===== config.mk =====
export PLATFORM = sky130hd
export DESIGN_NAME = airi5c_icap_seq_flat
export DESIGN_NICKNAME = d
export VERILOG_FILES = /design/src/rtl/airi5c_icap_seq_if.sv /design/src/rtl/airi5c_icap_seq.sv /design/src/flat_wrapper.sv
export SDC_FILE = /design/constraint.sdc
export NUM_CORES = 1
export LEC_CHECK = 0
export CAP_MARGIN = 10
export CORE_MARGIN = 2
export CORE_UTILIZATION = 35
export CTS_BUF_LIST = sky130_fd_sc_hd__clkbuf_4 sky130_fd_sc_hd__clkbuf_8 sky130_fd_sc_hd__clkbuf_16
export CTS_CLUSTER_DIAMETER = 150
export DETAILED_ROUTE_END_ITERATION = 7
export PLACE_DENSITY = 0.61
export SYNTH_ARGS = -nofsm -noshare
export SYNTH_HDL_FRONTEND = slang
export SYNTH_SLANG_ARGS = --single-unit
export TNS_END_PERCENT = 50

===== constraint.sdc =====
create_clock -name clk -period 7.1 [get_ports clk]
set_clock_uncertainty 0.2 [all_clocks]
set_input_delay 1.775 -clock clk [delete_from_list [all_inputs] [get_ports clk]]
set_output_delay 1.775 -clock clk [all_outputs]
set_load 0.02 [all_outputs]

===== src/rtl/airi5c_icap_seq_if.sv =====
// AHB-Lite bus bundle for the ICAP sequencer register window.
// Ports (slave view): haddr/hwrite/hsize/hburst/hmastlock/hprot/htrans/hwdata in,
// hrdata/hready/hresp out. The master modport is the mirror image.
interface airi5c_icap_seq_if;
    logic [31:0] haddr;
    logic        hwrite;
    logic [2:0]  hsize;
    logic [2:0]  hburst;
    logic        hmastlock;
    logic [3:0]  hprot;
    logic [1:0]  htrans;
    logic [31:0] hwdata;
    logic [31:0] hrdata;
    logic        hready;
    logic [1:0]  hresp;

    modport master (
        output haddr, hwrite, hsize, hburst, hmastlock, hprot, htrans, hwdata,
        input  hrdata, hready, hresp
    );

    modport slave (
        input  haddr, hwrite, hsize, hburst, hmastlock, hprot, htrans, hwdata,
        output hrdata, hready, hresp
    );
endinterface


===== src/rtl/airi5c_icap_seq.sv =====
// ICAPE2 partial-reconfiguration sequencer with an AHB-Lite register window.
// Streams sync preamble, FIFO-buffered payload and desync postamble into ICAPE2.
// Ports:
//   clk, n_reset          clock, asynchronous active-low reset
//   bus (slave)           AHB-Lite register access (CTRL/STATUS/DATA/COUNT)
//   icap_i                ICAPE2 I data, each byte bit-reversed
//   icap_csib             ICAPE2 CSIB, active low
//   icap_rdwrb            ICAPE2 RDWRB, tied to write
//   lock                  high while a sequence is in progress
//   irq                   done interrupt (DONE sticky and IRQ_EN)
module airi5c_icap_seq #(
    parameter logic [31:0] BASE_ADDR  = 32'hC000_0070,
    parameter int unsigned FIFO_DEPTH = 8
) (
    input  logic                 clk,
    input  logic                 n_reset,
    airi5c_icap_seq_if.slave     bus,
    output logic [31:0]          icap_i,
    output logic                 icap_csib,
    output logic                 icap_rdwrb,
    output logic                 lock,
    output logic                 irq
);

    localparam int unsigned PTR_W = $clog2(FIFO_DEPTH);
    localparam int unsigned LVL_W = PTR_W + 1;

    typedef enum logic [2:0] {
        S_IDLE,
        S_PRE,
        S_STREAM,
        S_POST,
        S_DONE
    } state_t;

    state_t            state_q, state_d;
    logic [1:0]        phase_q;

    logic              wr_q;
    logic [1:0]        addr_q;

    logic              irq_en_q, irq_en_n;
    logic              done_q, done_n;
    logic              aborted_q, aborted_n;
    logic              ovf_q, ovf_n;
    logic [15:0]       count_q;
    logic [15:0]       remaining_q;

    logic [31:0]       mem [FIFO_DEPTH];
    logic [PTR_W-1:0]  wptr_q, rptr_q;
    logic [LVL_W-1:0]  level_q;

    logic              sel_c, start_c, abort_c, abort_hit_c, ctrl_wr_c;
    logic              stat_clr_c, push_c, push_ok_c, count_wr_c;
    logic              fifo_full_c, fifo_empty_c;
    logic              drive_c, pop_c;
    logic [31:0]       word_c;
    logic [31:0]       rd_mux_c;

    // Reverse bit order inside each byte of a word.
    function automatic logic [31:0] byte_bit_swap(input logic [31:0] w);
        logic [31:0] r;
        for (int b = 0; b < 4; b++) begin
            for (int k = 0; k < 8; k++) begin
                r[8*b + k] = w[8*b + 7 - k];
            end
        end
        return r;
    endfunction

    assign bus.hready = 1'b1;
    assign bus.hresp  = 2'b00;
    assign icap_rdwrb = 1'b0;

    // AHB address-phase decode and data-phase strobes.
    assign sel_c        = (bus.htrans != 2'b00) && (bus.haddr[31:4] == BASE_ADDR[31:4]);
    assign ctrl_wr_c    = wr_q && (addr_q == 2'd0);
    assign start_c      = ctrl_wr_c && bus.hwdata[0];
    assign abort_c      = ctrl_wr_c && bus.hwdata[1];
    assign stat_clr_c   = wr_q && (addr_q == 2'd1) && bus.hwdata[1];
    assign push_c       = wr_q && (addr_q == 2'd2);
    assign count_wr_c   = wr_q && (addr_q == 2'd3) && (state_q == S_IDLE);
    assign abort_hit_c  = abort_c && ((state_q == S_PRE) || (state_q == S_STREAM));

    assign fifo_full_c  = (level_q == LVL_W'(FIFO_DEPTH));
    assign fifo_empty_c = (level_q == '0);
    // A full FIFO still accepts a push when the same cycle pops.
    assign push_ok_c    = push_c && (!fifo_full_c || pop_c);

    // Read mux, sampled in the address phase.
    always_comb begin
        rd_mux_c = 32'h0;
        case (bus.haddr[3:2])
            2'd0: rd_mux_c = {29'h0, irq_en_q, 2'b00};
            2'd1: rd_mux_c = {remaining_q, 8'h00, 4'(level_q), ovf_q, aborted_q, done_q,
                              (state_q != S_IDLE)};
            2'd3: rd_mux_c = {16'h0, count_q};
            default: rd_mux_c = 32'h0;
        endcase
    end

    // AHB pipeline registers and read data.
    always_ff @(posedge clk or negedge n_reset) begin
        if (!n_reset) begin
            wr_q       <= 1'b0;
            addr_q     <= 2'd0;
            bus.hrdata <= 32'h0;
        end else begin
            wr_q       <= sel_c && bus.hwrite;
            addr_q     <= bus.haddr[3:2];
            bus.hrdata <= (sel_c && !bus.hwrite) ? rd_mux_c : 32'h0;
        end
    end

    // FSM state register; phase counts cycles within PRE/POST.
    always_ff @(posedge clk or negedge n_reset) begin
        if (!n_reset) begin
            state_q <= S_IDLE;
            phase_q <= 2'd0;
        end else begin
            state_q <= state_d;
            phase_q <= (state_d != state_q) ? 2'd0 : phase_q + 2'd1;
        end
    end

    // FSM next state.
    always_comb begin
        state_d = state_q;
        case (state_q)
            S_IDLE:   if (start_c && (count_q != 16'd0)) state_d = S_PRE;
            S_PRE: begin
                if (abort_c)               state_d = S_POST;
                else if (phase_q == 2'd2)  state_d = S_STREAM;
            end
            S_STREAM: begin
                if (abort_c)                                       state_d = S_POST;
                else if (!fifo_empty_c && (remaining_q == 16'd1))  state_d = S_POST;
            end
            S_POST:   if (phase_q == 2'd3) state_d = S_DONE;
            S_DONE:   state_d = S_IDLE;
            default:  state_d = S_IDLE;
        endcase
    end

    // FSM outputs: word selection and FIFO pop.
    always_comb begin
        drive_c = 1'b0;
        pop_c   = 1'b0;
        word_c  = 32'h0;
        case (state_q)
            S_PRE: begin
                drive_c = 1'b1;
                case (phase_q)
                    2'd0:    word_c = 32'hFFFF_FFFF;
                    2'd1:    word_c = 32'hAA99_5566;
                    default: word_c = 32'h2000_0000;
                endcase
            end
            S_STREAM: begin
                // Empty FIFO pauses the stream with CSIB high and I held.
                if (!fifo_empty_c) begin
                    drive_c = 1'b1;
                    pop_c   = 1'b1;
                    word_c  = mem[rptr_q];
                end
            end
            S_POST: begin
                drive_c = 1'b1;
                case (phase_q)
                    2'd0:    word_c = 32'h3000_8001;
                    2'd1:    word_c = 32'h0000_000D;
                    default: word_c = 32'h2000_0000;
                endcase
            end
            default: ;
        endcase
    end

    // ICAP output registers.
    always_ff @(posedge clk or negedge n_reset) begin
        if (!n_reset) begin
            icap_i    <= 32'h0;
            icap_csib <= 1'b1;
        end else begin
            if (drive_c) icap_i <= byte_bit_swap(word_c);
            icap_csib <= !drive_c;
        end
    end

    // Next values of the control/status flags; sets win over a same-cycle clear.
    always_comb begin
        irq_en_n  = ctrl_wr_c ? bus.hwdata[2] : irq_en_q;
        done_n    = done_q;
        aborted_n = aborted_q;
        ovf_n     = ovf_q;
        if (stat_clr_c) begin
            done_n    = 1'b0;
            aborted_n = 1'b0;
            ovf_n     = 1'b0;
        end
        if ((state_q == S_DONE) || ((state_q == S_IDLE) && start_c && (count_q == 16'd0)))
            done_n = 1'b1;
        if (abort_hit_c)
            aborted_n = 1'b1;
        if (push_c && !push_ok_c)
            ovf_n = 1'b1;
    end

    // Control/status registers, counters and registered lock/irq.
    always_ff @(posedge clk or negedge n_reset) begin
        if (!n_reset) begin
            irq_en_q    <= 1'b0;
            done_q      <= 1'b0;
            aborted_q   <= 1'b0;
            ovf_q       <= 1'b0;
            count_q     <= 16'd0;
            remaining_q <= 16'd0;
            lock        <= 1'b0;
            irq         <= 1'b0;
        end else begin
            irq_en_q  <= irq_en_n;
            done_q    <= done_n;
            aborted_q <= aborted_n;
            ovf_q     <= ovf_n;
            lock      <= (state_d != S_IDLE);
            irq       <= done_n && irq_en_n;
            if (count_wr_c) count_q <= bus.hwdata[15:0];
            if ((state_q == S_IDLE) && start_c && (count_q != 16'd0))
                remaining_q <= count_q;
            else if (pop_c)
                remaining_q <= remaining_q - 16'd1;
        end
    end

    // FIFO pointers and level; an accepted abort flushes all entries.
    always_ff @(posedge clk or negedge n_reset) begin
        if (!n_reset) begin
            wptr_q  <= '0;
            rptr_q  <= '0;
            level_q <= '0;
        end else if (abort_hit_c) begin
            wptr_q  <= '0;
            rptr_q  <= '0;
            level_q <= '0;
        end else begin
            if (push_ok_c) wptr_q <= wptr_q + PTR_W'(1);
            if (pop_c)     rptr_q <= rptr_q + PTR_W'(1);
            case ({push_ok_c, pop_c})
                2'b10:   level_q <= level_q + LVL_W'(1);
                2'b01:   level_q <= level_q - LVL_W'(1);
                default: level_q <= level_q;
            endcase
        end
    end

    // FIFO storage, no reset needed.
    always_ff @(posedge clk) begin
        if (push_ok_c && !abort_hit_c) mem[wptr_q] <= bus.hwdata;
    end

endmodule


===== src/flat_wrapper.sv =====
// flat-port wrapper written by rule: the top's interface ports become plain ports
module airi5c_icap_seq_flat 
#(
    parameter logic [31:0] BASE_ADDR  = 32'hC000_0070,
    parameter int unsigned FIFO_DEPTH = 8
)
  (clk, n_reset, icap_i, icap_csib, icap_rdwrb, lock, irq, bus_haddr, bus_hwrite, bus_hsize, bus_hburst, bus_hmastlock, bus_hprot, bus_htrans, bus_hwdata, bus_hrdata, bus_hready, bus_hresp);
  airi5c_icap_seq_if bus_i ();
  input  logic clk;
  input  logic n_reset;
  output logic [31:0] icap_i;
  output logic icap_csib;
  output logic icap_rdwrb;
  output logic lock;
  output logic irq;
  input wire logic [$bits(bus_i.haddr)-1:0] bus_haddr;
  input wire logic [$bits(bus_i.hwrite)-1:0] bus_hwrite;
  input wire logic [$bits(bus_i.hsize)-1:0] bus_hsize;
  input wire logic [$bits(bus_i.hburst)-1:0] bus_hburst;
  input wire logic [$bits(bus_i.hmastlock)-1:0] bus_hmastlock;
  input wire logic [$bits(bus_i.hprot)-1:0] bus_hprot;
  input wire logic [$bits(bus_i.htrans)-1:0] bus_htrans;
  input wire logic [$bits(bus_i.hwdata)-1:0] bus_hwdata;
  output wire logic [$bits(bus_i.hrdata)-1:0] bus_hrdata;
  output wire logic [$bits(bus_i.hready)-1:0] bus_hready;
  output wire logic [$bits(bus_i.hresp)-1:0] bus_hresp;
  assign bus_i.haddr = bus_haddr;
  assign bus_i.hwrite = bus_hwrite;
  assign bus_i.hsize = bus_hsize;
  assign bus_i.hburst = bus_hburst;
  assign bus_i.hmastlock = bus_hmastlock;
  assign bus_i.hprot = bus_hprot;
  assign bus_i.htrans = bus_htrans;
  assign bus_i.hwdata = bus_hwdata;
  assign bus_hrdata = bus_i.hrdata;
  assign bus_hready = bus_i.hready;
  assign bus_hresp = bus_i.hresp;
  airi5c_icap_seq #(.BASE_ADDR(BASE_ADDR), .FIFO_DEPTH(FIFO_DEPTH)) u_core (.clk(clk), .n_reset(n_reset), .bus(bus_i), .icap_i(icap_i), .icap_csib(icap_csib), .icap_rdwrb(icap_rdwrb), .lock(lock), .irq(irq));
endmodule

==> results.ini <==
[power]
power_switching_mw=1.44
p_per_area_mw_per_mm2=305
vdd_drop_max_uv=153
sw_frac_of_total=0.254
pwr-share-clk=0.381
internal-power_mw=4.21
combinationalPowerShare=0.157
leakage_nw=6.42
power_frac_seq=0.462

[synthesis]
synth_top_family_by_area=multiplexers
synthMuxAreaShare=0.141
synth_top_area_share=0.509
yosysSeqAreaShare=0.710
yosys.area_share.adder=0.0104
synth_compound_area_frac=0.0481
synth_cell_types=67
syn_avg_cell_area_um2=17.3
synth_xor_area_frac=0.00522
netlist.top_cell.by_area=edfxtp_1
synth_area_mm2=0.0151
synth-simple-area-share=0.0697
synth_most_common_cell=edfxtp_1
synth_edf_count=256
ys_top_cells_by_count=256 x edfxtp_1, 120 x dfrtp_1, 64 x mux4_2, 43 x mux2i_1
synth_area_leaders=edfxtp_1 51%, dfrtp_1 20%, mux4_2 9.5%
synth-seq-cells=377
synthArstFlopShare=0.321
yosysWarnings=0
syn_inst=874
synthFlopType=edfxtp_1

[critical_path]
worstSetupPathDepth=5
r2r_end=u_core.mem[6][15]$_DFFE_PP_
crit_chain=clkdlybuf4s50_1 > nor4bb_1 > nand3b_1 > nand3_1 > o21ai_0
worstPathArrival_ps=4150
reg2reg_depth=5
worstReg2RegStart=u_core.state_q[1]$_DFF_PN0_
crit_type=primary input to register
path_delay_family=simple AND/OR/NAND/NOR gates
worst_setup_path_start_kind=primary input
crit_start=bus_hwdata[1]
crit_buf_inv=1
crit_path_max_incr_delay_ps=810
slowest_stage=nor4bb_1
worst-path-max-fanout=11
crit_path_end_kind=register
worst-r2r-setup-slack_ps=3850
crit_required_ps=7300
critPathCapture=u_core.wptr_q[0]$_DFFE_PN0P_

[detailed_routing]
wl_per_cell_um=21.9
via_count=8377
antenna_left=0
drt_iter0_markers=519
postRouteWirelength_mm=35.0
vias_per_cell=5.23
first_pass_iters=5
drc_errors=0

[clock_network]
cts_buffers=40
clock_path_buffers=3
path_clk_slew_ps=60
cts_setup_buffers=0
htree_levels=2
cts_tree=yes
cts_resized=0
clk_latency_ps=550
hold_buffers=0
root_buffer=clkbuf_16
cts.sink_count=377

[sta]
fmax_ghz=0.253
slew-limit-headroom=0.250
period_minus_slack_ps=3950
tns_ps=0
rsz0062_at_grt=no
period_share=0.557
hold_viol_final=0
maxSlewViolCount=0
worstMarginPinSlew_ps=1110
finalSetupViolations=0
setup_slack_ps=3150

[final_layout]
n_antenna_cell=0
multi_input_area_mm2=0.00423
fill_cells=3786
fin_area_mm2=0.0185
regArea_mm2=0.0107
final_layout_size_suffix_gt1_frac=0.189
layoutNonFillerInstCount=1601
syn_to_final_growth_pct=22.4
utilization=0.432
nNetsFinal=1115

[die]
rows=76
start_util=0.353
fp.dieW_um=212
core_mm2=0.0428
die_height_um=212
ioPinCount=151
die-area_mm2=0.0448

[global_routing]
overflow=0
antenna_found_initial=1
grt_pass1_vias=8721
grt_first_pass_wirelength_mm=52.8
grt_max_degree=77
grt_usage=0.158

[place]
dp.cells=1527
portBuffers=133
dp_slack_ps=2570
gp_congestion=0.779
dp_hpwl_mm=20.8
placedInstanceArea_mm2=0.0171

[run_status]
run_status=finished clean

[worst_hold_path]
worst_hold_path_type=register to register

[job]
max-cap-violations=0

[logic make-up (layout without fill, tap and decap cells)]
logic type / count (synthesis) / count (layout)
flip-flops: 377 / 377
AND/OR/NAND/NOR: 178 / 178
multiplexers: 130 / 130
AO/OA/AOI/OAI: 118 / 118
buffers and inverters: 48 / 227
adder cells (fa/ha/maj): 12 / 12
XOR/XNOR: 9 / 9
other: 2 / 4
[worst reg2reg max path, stage by stage (launching register included)]
cell and delay (ps):
dfrtp_1 640, or3b_1 590, a31oi_1 340, nand2_1 280, nor2_4 320, buf_4 510
[flip-flops by register name, indices dropped and copies added (netlist names), 2 cells and up]
register,count
u_core.remaining_q,16
u_core.phase_q,2
u_core.addr_q,2
u_core.mem,256
u_core.count_q,16
u_core.rptr_q,3
u_core.level_q,4
u_core.bus.hrdata,32
u_core.state_q,3
u_core.icap_i,32
u_core.wptr_q,3
[worst min path at each step]
stage,startpoint,cells after the start,slack [ps],end
2_1_floorplan,u_core.aborted_q$_DFFE_PN0P_,2,240,u_core.aborted_q$_DFFE_PN0P_
3_3_place_gp,u_core.ovf_q$_DFFE_PN0P_,2,270,u_core.ovf_q$_DFFE_PN0P_
3_5_place_dp,u_core.ovf_q$_DFFE_PN0P_,2,280,u_core.ovf_q$_DFFE_PN0P_
4_1_cts,u_core.ovf_q$_DFFE_PN0P_,2,290,u_core.ovf_q$_DFFE_PN0P_
5_1_grt,u_core.aborted_q$_DFFE_PN0P_,2,320,u_core.aborted_q$_DFFE_PN0P_
6_report,u_core.ovf_q$_DFFE_PN0P_,2,290,u_core.ovf_q$_DFFE_PN0P_
[layer usage]
layer | vias up | part of all wire | routed length (um) | track usage
li1 | 3753 | - | - | -
met1 | 4353 | 0.44 | 15400 | 0.215
met2 | 216 | 0.49 | 17000 | 0.261
met3 | 53 | 0.054 | 1880 | 0.0285
met4 | 2 | 0.021 | 735 | 0.0459
met5 | - | 0.00031 | 11 | 0
[cell type report]
cell class / instances / area share
Timing Repair Buffer: 148 / 0.0780
Clock buffer: 56 / 0.0623
Sequential cell: 377 / 0.581
Multi-Input combinational cell: 451 / 0.229
Tap cell: 546 / 0.0370
Clock inverter: 18 / 0.0123
Inverter: 5 / 0.00102
[metrics by stage]
stage                     hold slack [ps]  power [mW]
after CTS                             291        5.71
after global placement                267        3.54
after detailed placement              278        3.55
final                                 294        5.64
after floorplan                       243        3.14
after global routing                  316        5.88
[layout by cell type (no fill, tap or decap), types with 11 or more instances in the layout]
| cell type | count |
|---|---|
| o21ai_0 | 38 |
| mux4_2 | 64 |
| clkbuf_4 | 13 |
| and2_1 | 26 |
| clkdlybuf4s50_1 | 132 |
| mux2i_1 | 43 |
| dfrtp_1 | 117 |
| edfxtp_1 | 256 |
| nor2_1 | 23 |
| nand3_1 | 21 |
| clkbuf_16 | 41 |
| nor4_1 | 11 |
| a21oi_1 | 38 |
| ha_1 | 11 |
| buf_4 | 16 |
| mux2_2 | 23 |
| nand2_1 | 25 |
[power groups by stage]
stage | logic [mW] | clock network, mW | registers (mW)
2_1_floorplan | 0.448 | 0 | 2.70
4_1_cts | 0.900 | 2.20 | 2.61
3_3_place_gp | 0.881 | 0 | 2.66
6_report | 0.885 | 2.15 | 2.61
5_1_grt | 0.964 | 2.28 | 2.63
3_5_place_dp | 0.897 | 0 | 2.65
Note: power is estimated with default switching activity, not from simulation.
